===== src/rtl/life_support_pkg.sv =====
// Shared types and constants for the life-support power controller:
// FSM state encoding, level width, and per-state output decode.
package life_support_pkg;

    localparam int unsigned N = 5;

    typedef enum logic [2:0] {
        StIdle   = 3'd0,
        StGntDef = 3'd1,
        StGntSth = 3'd2,
        StCool   = 3'd3,
        StFault  = 3'd4
    } state_e;

    typedef struct packed {
        logic       pwr;
        logic       def;
        logic       sth;
        logic [1:0] gnt;
        logic       fault;
        logic       busy;
    } ctrl_out_t;

    localparam logic [1:0] GntNone = 2'b00;
    localparam logic [1:0] GntDef  = 2'b01;
    localparam logic [1:0] GntSth  = 2'b10;

    localparam ctrl_out_t OutIdle  = '{pwr: 1'b0, def: 1'b0, sth: 1'b0, gnt: GntNone,
                                       fault: 1'b0, busy: 1'b0};
    localparam ctrl_out_t OutDef   = '{pwr: 1'b1, def: 1'b1, sth: 1'b0, gnt: GntDef,
                                       fault: 1'b0, busy: 1'b1};
    localparam ctrl_out_t OutSth   = '{pwr: 1'b1, def: 1'b0, sth: 1'b1, gnt: GntSth,
                                       fault: 1'b0, busy: 1'b1};
    localparam ctrl_out_t OutCool  = '{pwr: 1'b0, def: 1'b0, sth: 1'b0, gnt: GntNone,
                                       fault: 1'b0, busy: 1'b1};
    localparam ctrl_out_t OutFault = '{pwr: 1'b0, def: 1'b0, sth: 1'b0, gnt: GntNone,
                                       fault: 1'b1, busy: 1'b1};

    function automatic ctrl_out_t decode_out(state_e st);
        ctrl_out_t o;
        unique case (st)
            StIdle:   o = OutIdle;
            StGntDef: o = OutDef;
            StGntSth: o = OutSth;
            StCool:   o = OutCool;
            StFault:  o = OutFault;
            default:  o = OutIdle;
        endcase
        return o;
    endfunction

endpackage


===== src/rtl/rr_arb2.sv =====
// Two-input round-robin arbiter: on a tie the requester not granted last wins.
// The pointer only advances when the caller commits a grant via take.
module rr_arb2 (
    input  logic clk,
    input  logic rst,
    input  logic req_def,
    input  logic req_sth,
    input  logic take,
    output logic gnt_def,
    output logic gnt_sth
);

    logic last_sth_q;

    assign gnt_def = req_def & (~req_sth | last_sth_q);
    assign gnt_sth = req_sth & (~req_def | ~last_sth_q);

    // Reset to "last was sth" so def wins the first tie.
    always_ff @(posedge clk or posedge rst) begin
        if (rst) begin
            last_sth_q <= 1'b1;
        end else if (take) begin
            last_sth_q <= gnt_sth;
        end
    end

endmodule


===== src/rtl/life_support_ctrl.sv =====
// Life-support power sequencer: arbitrates shield/thermal power grants with
// bounded hold time, a cool-down gap, and an overheat lockout. Moore outputs.
module life_support_ctrl
    import life_support_pkg::*;
#(
    parameter int unsigned   N            = life_support_pkg::N,
    parameter int unsigned   GRANT_CYCLES = 8,
    parameter int unsigned   COOL_CYCLES  = 2,
    parameter logic [N-1:0]  TEMP_SAFE    = 5'd24
) (
    input  logic         clk,
    input  logic         rst,
    input  logic         req_def,
    input  logic         req_sth,
    input  logic [N-1:0] shield_lvl,
    input  logic [N-1:0] temp_lvl,
    input  logic [N-1:0] shield_max,
    output logic         pwr,
    output logic         def,
    output logic         sth,
    output logic [1:0]   gnt,
    output logic         fault,
    output logic         busy
);

    localparam int unsigned CntMax = (GRANT_CYCLES > COOL_CYCLES) ? GRANT_CYCLES : COOL_CYCLES;
    localparam int unsigned CntW   = $clog2(CntMax + 1);
    localparam logic [CntW-1:0] GrantLast = CntW'(GRANT_CYCLES);
    localparam logic [CntW-1:0] CoolLast  = CntW'(COOL_CYCLES);
    localparam logic [CntW-1:0] CntOne    = CntW'(1);

    state_e          state_q, state_d;
    logic [CntW-1:0] hold_q, hold_d;
    logic [CntW-1:0] cool_q, cool_d;
    logic            arb_def, arb_sth, arb_take;
    logic            overheat, temp_ok, shield_full;
    ctrl_out_t       out;

    assign overheat    = &temp_lvl;
    assign temp_ok     = temp_lvl < TEMP_SAFE;
    assign shield_full = shield_lvl >= shield_max;

    rr_arb2 u_arb (
        .clk     (clk),
        .rst     (rst),
        .req_def (req_def),
        .req_sth (req_sth),
        .take    (arb_take),
        .gnt_def (arb_def),
        .gnt_sth (arb_sth)
    );

    always_comb begin
        state_d  = state_q;
        hold_d   = hold_q;
        cool_d   = cool_q;
        arb_take = 1'b0;
        unique case (state_q)
            StIdle: begin
                if (arb_def) begin
                    state_d  = StGntDef;
                    hold_d   = CntOne;
                    arb_take = 1'b1;
                end else if (arb_sth) begin
                    state_d  = StGntSth;
                    hold_d   = CntOne;
                    arb_take = 1'b1;
                end
            end
            StGntDef: begin
                if (!req_def || hold_q == GrantLast || shield_full) begin
                    state_d = StCool;
                    cool_d  = CntOne;
                end else begin
                    hold_d = hold_q + CntOne;
                end
            end
            StGntSth: begin
                if (!req_sth || hold_q == GrantLast) begin
                    state_d = StCool;
                    cool_d  = CntOne;
                end else begin
                    hold_d = hold_q + CntOne;
                end
            end
            StCool: begin
                if (cool_q == CoolLast) begin
                    state_d = StIdle;
                    cool_d  = '0;
                end else begin
                    cool_d = cool_q + CntOne;
                end
            end
            StFault: begin
                if (temp_ok) begin
                    state_d = StCool;
                    cool_d  = CntOne;
                end
            end
            default: state_d = StIdle;
        endcase

        // Overheat pre-empts everything, including a grant being committed this cycle.
        if (overheat && state_q != StFault) begin
            state_d  = StFault;
            arb_take = 1'b0;
            hold_d   = '0;
            cool_d   = '0;
        end
    end

    always_ff @(posedge clk or posedge rst) begin
        if (rst) begin
            state_q <= StIdle;
            hold_q  <= '0;
            cool_q  <= '0;
        end else begin
            state_q <= state_d;
            hold_q  <= hold_d;
            cool_q  <= cool_d;
        end
    end

    assign out   = decode_out(state_q);
    assign pwr   = out.pwr;
    assign def   = out.def;
    assign sth   = out.sth;
    assign gnt   = out.gnt;
    assign fault = out.fault;
    assign busy  = out.busy;

endmodule


===== config.mk =====
export PLATFORM = sky130hd
export DESIGN_NAME = life_support_ctrl
export DESIGN_NICKNAME = d
export VERILOG_FILES = /design/src/rtl/life_support_pkg.sv /design/src/rtl/rr_arb2.sv /design/src/rtl/life_support_ctrl.sv
export SDC_FILE = /design/constraint.sdc
export NUM_CORES = 1
export LEC_CHECK = 0
export BUFFER_PORTS_ARGS = -buffer_cell sky130_fd_sc_hd__clkbuf_2
export CORE_MARGIN = 3
export CORE_UTILIZATION = 57
export CTS_CLUSTER_DIAMETER = 40
export DETAILED_ROUTE_END_ITERATION = 16
export PLACE_DENSITY_LB_ADDON = 0.05
export SLEW_MARGIN = 20
export SYNTH_ARGS = -nofsm -noshare
export SYNTH_HDL_FRONTEND = slang
export SYNTH_SLANG_ARGS = --single-unit

===== constraint.sdc =====
create_clock -name clk -period 3.1 [get_ports clk]
set_input_delay 0 -clock clk [delete_from_list [all_inputs] [get_ports clk]]
set_output_delay 0 -clock clk [all_outputs]
set_load 0.03 [all_outputs]

Yosys cells after proc, flatten, opt, wreduce, memory -nomap -nowiden
Index checks and enable logic that the tools add are counted.
{ "totals": {"register_bits": 12, "output_inout_bits": 7} }
{ "classes": {"n_eq_ne": 14, "add_sub_neg": 2, "muxes": 25, "n_reduce_logical": 13, "magnitude_cmp": 2, "bitwise": 7} }
{ "op_table": {"columns": ["op", "n"], "rows": [
  ["$mux W4", 10],
  ["$pmux W7 S4", 1],
  ["$mux W3", 7],
  ["$ne A3 B3 Y1 const B", 7],
  ["$pmux W4 S4", 1],
  ["$pmux W3 S5", 1],
  ["$pmux W4 S3", 1],
  ["$reduce_and A5 Y1", 2],
  ["$add A4 B1 Y4 const B", 2],
  ["$reduce_and A4 Y1", 2],
  ["$eq A3 B2 Y1 const B", 2],
  ["$ge A5 B5 Y1", 1],
  ["$lt A5 B5 Y1 const B", 1],
  ["$reduce_bool A5 Y1", 1],
  ["$eq A4 B2 Y1 const B", 1],
  ["$eq A4 B4 Y1 const B", 1],
  ["$mux W1", 4],
  ["$ne A4 B4 Y1 const B", 1],
  ["$reduce_bool A4 Y1", 1],
  ["$eq A3 B1 Y1 const B", 1],
  ["$eq A3 B3 Y1 const B", 1],
  ["$logic_not A3 Y1", 1],
  ["$logic_or A1 B1 Y1", 3],
  ["$not A1 Y1", 3],
  ["other kinds (4)", 7]
]} }

Longest topological paths before layout
{ "depth": {"word_depth": 7, "depth_mapped": 7, "depth_no_buf": 7} }

Hierarchy
From an unflattened synthesis, not the netlist that was laid out.
{ "unflattened": {"hier_cells": 130, "hier_area_um2": 1143.6} }
{ "by_module_without_submodules": {"columns": ["mod", "seq_area_each_um2", "cells_each", "instances", "area_each_um2"], "rows": [
  ["life_support_ctrl", 275.3, 124, 1, 1076.0],
  ["rr_arb2", 26.3, 6, 1, 67.6]
]} }

Worst setup path after synthesis
No wires, ideal clock.
{ "synth_path": {"path_type": "reg-to-reg", "startpoint": "reg state_q[2]", "endpoint": "reg hold_q[3]", "setup_time_ns": 0.095, "path_buffers": 1, "arrival_time_ns": 1.920, "path_slack_ns": 1.084, "stages_incl_launch_ff": 7, "cell_sequence": "dfrtp_1 -> buf_4 -> nor3b_2 -> a21o_1 -> a211oi_1 -> a211o_1 -> o31ai_1"} }
{ "synth_via": {"elab_chain_cells": 4, "word_cells_on_any_way": 12, "cone_classes": "6 x eq/ne; 2 x mux; 4 x reduce/logical"} }
{ "synth_lines": {"columns": ["item", "line_no", "rtl"], "rows": [
  ["from (decl)", "life_support_ctrl.sv:32", "state_e state_q, state_d;"],
  ["from (signal assigned)", "life_support_ctrl.sv:114", "state_q <= StIdle;"],
  ["from (signal assigned)", "life_support_ctrl.sv:118", "state_q <= state_d;"],
  ["$ne A3 B3 Y1", "life_support_ctrl.sv:104", "if (overheat && state_q != StFault) begin"],
  ["$logic_and A1 B1 Y1", "life_support_ctrl.sv:104", null],
  ["$ne A4 B4 Y1 (no source line) (tied with other cells)", null, null],
  ["$reduce_and A4 Y1 (no source line)", null, null],
  ["to (signal assigned)", "life_support_ctrl.sv:119", "hold_q <= hold_d;"],
  ["to (decl)", "life_support_ctrl.sv:33", "logic [CntW-1:0] hold_q, hold_d;"]
]} }
Several ways; a longest one is shown, not always the timed one.
A chain may end at the register's enable or synchronous reset.

Worst setup path in the final report
{ "layout_path": {"startpoint": "reg state_q[2]", "endpoint": "reg cool_q[0]"} }
{ "layout_via": {"elab_chain_cells": 4, "word_cells_on_any_way": 13, "cone_classes": "8 x eq/ne; 2 x mux; 3 x reduce/logical"} }
{ "layout_lines": {"columns": ["item", "line_no", "rtl"], "rows": [
  ["$ne A3 B3 Y1", "life_support_ctrl.sv:104", null],
  ["$logic_and A1 B1 Y1", "life_support_ctrl.sv:104", null],
  ["$ne A3 B3 Y1 (no source line) or $reduce_bool A5 Y1 (tied branches)", null, null],
  ["$reduce_and A4 Y1 (no source line)", null, null],
  ["to (signal assigned)", "life_support_ctrl.sv:120", "cool_q <= cool_d;"],
  ["to (decl)", "life_support_ctrl.sv:34", "logic [CntW-1:0] cool_q, cool_d;"]
]} }
Several ways; a longest one is shown, not always the timed one.

==> results by stage <==
Run status:
- The flow ran to the end, and the final reports show no timing, DRC or antenna violations.

Pwr:
- The sequential cell fraction of total power is between 30% and 40%.
- The internal power is 0.000527 W.
- For this design the static power due to leakage is a little over 0.6 nW.
- Summed over all nets, the switching power comes to just under 0.0005 W.
- Power spread over the standard cell area amounts to around 800 nW/um2.
- The clock network is responsible for 10.5% of the overall power.
- The peak supply drop is between 0.4 and 0.5 mV.
- The part of the total power dissipated in combinational logic is 57.5%.
- Net switching is 48.5% of the power.

GRT:
- Global routing used 26.6% of the available met1 tracks.
- The fraction of met3 tracks used by global routing is 2.72%.
- The pin count of the biggest net entering global routing is 19.
- The most crowded layer after global routing is met2.
- Global routing used 21.9% of the available tracks across all layers.
- The residual overflow from global routing is 0.
- The wire length of the first global-routing pass is 4240 um.
- The met2 usage is 38.3%.
- The via count of the first global-routing pass is between 900 and 1000.
- The initial antenna violation count came to 0.

Synth:
- The synthesized area divided by synthesized cell count is between 8 and 9 um2.
- Ranked by total cell area, the synthesized netlist is headed by sky130_fd_sc_hd__dfrtp_1, sky130_fd_sc_hd__ha_1, sky130_fd_sc_hd__inv_1.
- For this run, the leading register cell type out of synthesis is sky130_fd_sc_hd__dfrtp_1.
- The top cell type's share of synthesized area is 25.4%.
- Summing the sequential cell areas from Yosys gives 27.8% of the chip area.
- Synthesis instantiated 46 different standard cells from the library.
- After synthesis, the most frequently instantiated cells are sky130_fd_sc_hd__inv_1, sky130_fd_sc_hd__dfrtp_1, sky130_fd_sc_hd__nand2_1, sky130_fd_sc_hd__ha_1, sky130_fd_sc_hd__nand3_1.
- The largest total area in the synthesized netlist belongs to sky130_fd_sc_hd__dfrtp_1.
- The synthesized netlist net count is 155.
- During synthesis, Yosys emitted a total of 0 warnings.
- The synthesized netlist cell count is about 130.
- In this run, synthesis inferred 0 flip-flops with an integrated enable.
- Counting flops and latches in the post-synthesis netlist gives 12.
- The library cell with the highest instance count after synthesis is sky130_fd_sc_hd__inv_1.
- The share of synthesized flip-flops with an asynchronous set or reset is 100%.
- The cell area after synthesis is ~1100 um2.

Floorplan:
- The number of placement rows is 15.
- The area of the placeable core is 1760 um2.
- The starting density of the core is 61.4%.
- The total I/O pin count is 26.
- The die covers 2460 um2.
- The chip width is slightly below 50 um.
- In this run the vertical extent of the chip is roughly 50 um.

Flow run:
- The max-capacitance violation count is 0.

Clocking:
- The total CTS buffers is 3.
- No sink is reached through more buffers than the 2 on the longest clock path.
- The post-cts resize count is 0.
- The tree built by TritonCTS fans out to 12 sinks.
- The buffers inserted during post-CTS setup optimization is 0.
- The library cell used as clock root buffer is sky130_fd_sc_hd__clkbuf_4.
- The CTS tree is built.
- Clock-pin slew was measured on the worst setup and hold paths at 0.09 ns.
- The level count of the clock H-tree is 1.
- The clock latency at the later pin of the worst-skew pair is around 0.27 ns.

Timing:
- Measured against its own limit, the worst slew margin works out to 63.8%.
- The final number of hold-violating endpoints is 0.
- The slew at the pin with the worst max-slew slack is 0.542 ns.
- The ratio of final minimum period to clock period is ~66%.
- Setup repair after global routing left no endpoint under its margin.
- The clock arrives with 0.00476 ns of skew.
- Setup violations remaining at the end of the flow were counted as 0.
- The maximum clock frequency is 490 MHz.
- The total count of max-transition violations in the final report is 0.
- The accumulated negative setup slack is 0 ns.
- Counting I/O delays and the setup requirement, the final critical path takes 2.04 ns.

Hold path:
- The tightest min-delay check is of the input pin to flop type.

Layout:
- Compared with the post-synthesis result, the final layout area differs by 15.5%.
- 0 antenna diodes ended up in the layout.
- With fillers left out, the area of the finished cells amounts to 1250 um2.
- The filler cells instantiated in the layout total 152.
- The final net count is 181.
- In the final layout, the share of cells above drive strength 1 is 25.7%.

Detailed routing:
- The via count is 1023.
- Wires add up to around 2500 um.
- For this run, the detailed router's first-pass iteration total came to 4.
- Dividing the detail-routed via count by the number of cells gives 5.78.
- Dividing the detail-routed wire length by the instance count gives 13.9 um.
- Once detail routing completed, the nets flagged for antenna violations numbered 0.
- The number of design-rule violations left by the first detailed-router iteration is 41.
- The number of design rule violations left after detail routing is 0.

Critical path:
- The worst setup path is captured at a flop.
- The data arrival time at the worst-slack endpoint is 2.21 ns.
- The type of element launching the critical path is a flop.
- The worst path required time is 3.26 ns.
- The critical path in this run is classified as flop to flop.
- The flop-to-flop setup slack is 1.06 ns.
- The maximum net fanout on the critical path is 18.

Place:
- The port buffer count is 25.
- Once placement finished, the instance area stood at 1200 um2.
- The weighted congestion reported at the end of routability-driven placement is roughly 0.94.
- The HPWL after detailed placement is 1950 um.
cells in the final DEF (no fill, tap or decap), types with 3 or more instances in the layout:
cell,Yosys,final
sky130_fd_sc_hd__clkbuf_2,0,25
sky130_fd_sc_hd__inv_1,14,14
sky130_fd_sc_hd__o31ai_1,4,4
sky130_fd_sc_hd__clkbuf_4,0,3
sky130_fd_sc_hd__nand2_1,10,10
sky130_fd_sc_hd__nor2_1,6,6
sky130_fd_sc_hd__a21oi_1,4,4
sky130_fd_sc_hd__a211oi_1,3,3
sky130_fd_sc_hd__dfrtp_1,11,11
sky130_fd_sc_hd__nand3_1,8,8
sky130_fd_sc_hd__ha_1,9,9
sky130_fd_sc_hd__nor3_1,3,3
sky130_fd_sc_hd__nor2b_1,3,3
per-layer routing:
| metal | routed length [um] | up-vias |
|---|---|---|
| met1 | 1040 | 483 |
| met2 | 1310 | 24 |
| met4 | 19 | 0 |
| met5 | 0 | - |
| met3 | 84 | 2 |
| li1 | - | 514 |
final timing paths:
path / cells after the start / to / startpoint
max reg2reg: 5 / cool_q[0] / state_q[2]
min in group asynchronous: 3 / state_q[2] / rst
max in group asynchronous: 3 / u_arb.last_sth_q / rst
min: 3 / state_q[2] / temp_lvl[4]
max: 5 / cool_q[0] / state_q[2]
min reg2reg: 1 / hold_q[3] / hold_q[3]
sequential cells by signal, indices dropped and copies added (netlist names):
| name | flops |
|---|---|
| cool_q | 4 |
| hold_q | 4 |
| state_q | 3 |
| u_arb.last_sth_q | 1 |
worst max-delay path: stages (launching register included):
cell	delay [ns]
sky130_fd_sc_hd__dfrtp_1	0.69
sky130_fd_sc_hd__or3b_4	0.46
sky130_fd_sc_hd__inv_2	0.09
sky130_fd_sc_hd__a211oi_2	0.05
sky130_fd_sc_hd__a311oi_4	0.31
sky130_fd_sc_hd__mux2_4	0.33
final cells by class:
type                       instances  area (um2)  share of cell area (%)
multi-input combinational         94         691                    55.2
sequential                        12         302                    24.1
clock buffer                       4        26.3                    2.10
timing repair buffer              27         145                    11.6
tap                               25        31.3                    2.50
inverter                          15        56.3                    4.50
cell families after synthesis:
family / count (synthesis) / share of synthesized area, %
xor+xnor: 2 / 1.62
flops: 12 / 27.8
mux: 2 / 2.31
buf+inv: 21 / 8.43
compound gates: 37 / 27.1
fa+ha+maj: 9 / 10.4
simple gates: 44 / 22.3
power by group through the flow:
stage	Clock, W	Combinational (W)	Sequential (W)
after floorplan	0	0.000514	0.000279
after global placement	0	0.000573	0.000326
after detailed placement	0	0.000586	0.000327
after CTS	0.000107	0.000590	0.000325
after global routing	0.000113	0.000653	0.000342
final	0.000107	0.000589	0.000327
what timing repair did:
item,CTS,global route
hold endpoints to repair,12,0
endpoints found under the setup margin,0,0
hold buffers,2,0
through the flow:
step	utilization (%)	hold slack, ns	power [W]	instances	setup slack (ns)
detailed placement	68.3	0.0181	0.000913	171	1.09
global route	70.9	0.0583	0.00111	177	0.893
CTS	70.9	0.0313	0.00102	177	1.07
global placement	68.3	0.0109	0.000899	171	1.15
floorplan	-	-0.136	0.000793	127	1.08
finish	70.9	0.0256	0.00102	177	1.06
Power figures use the tool's default switching activity.
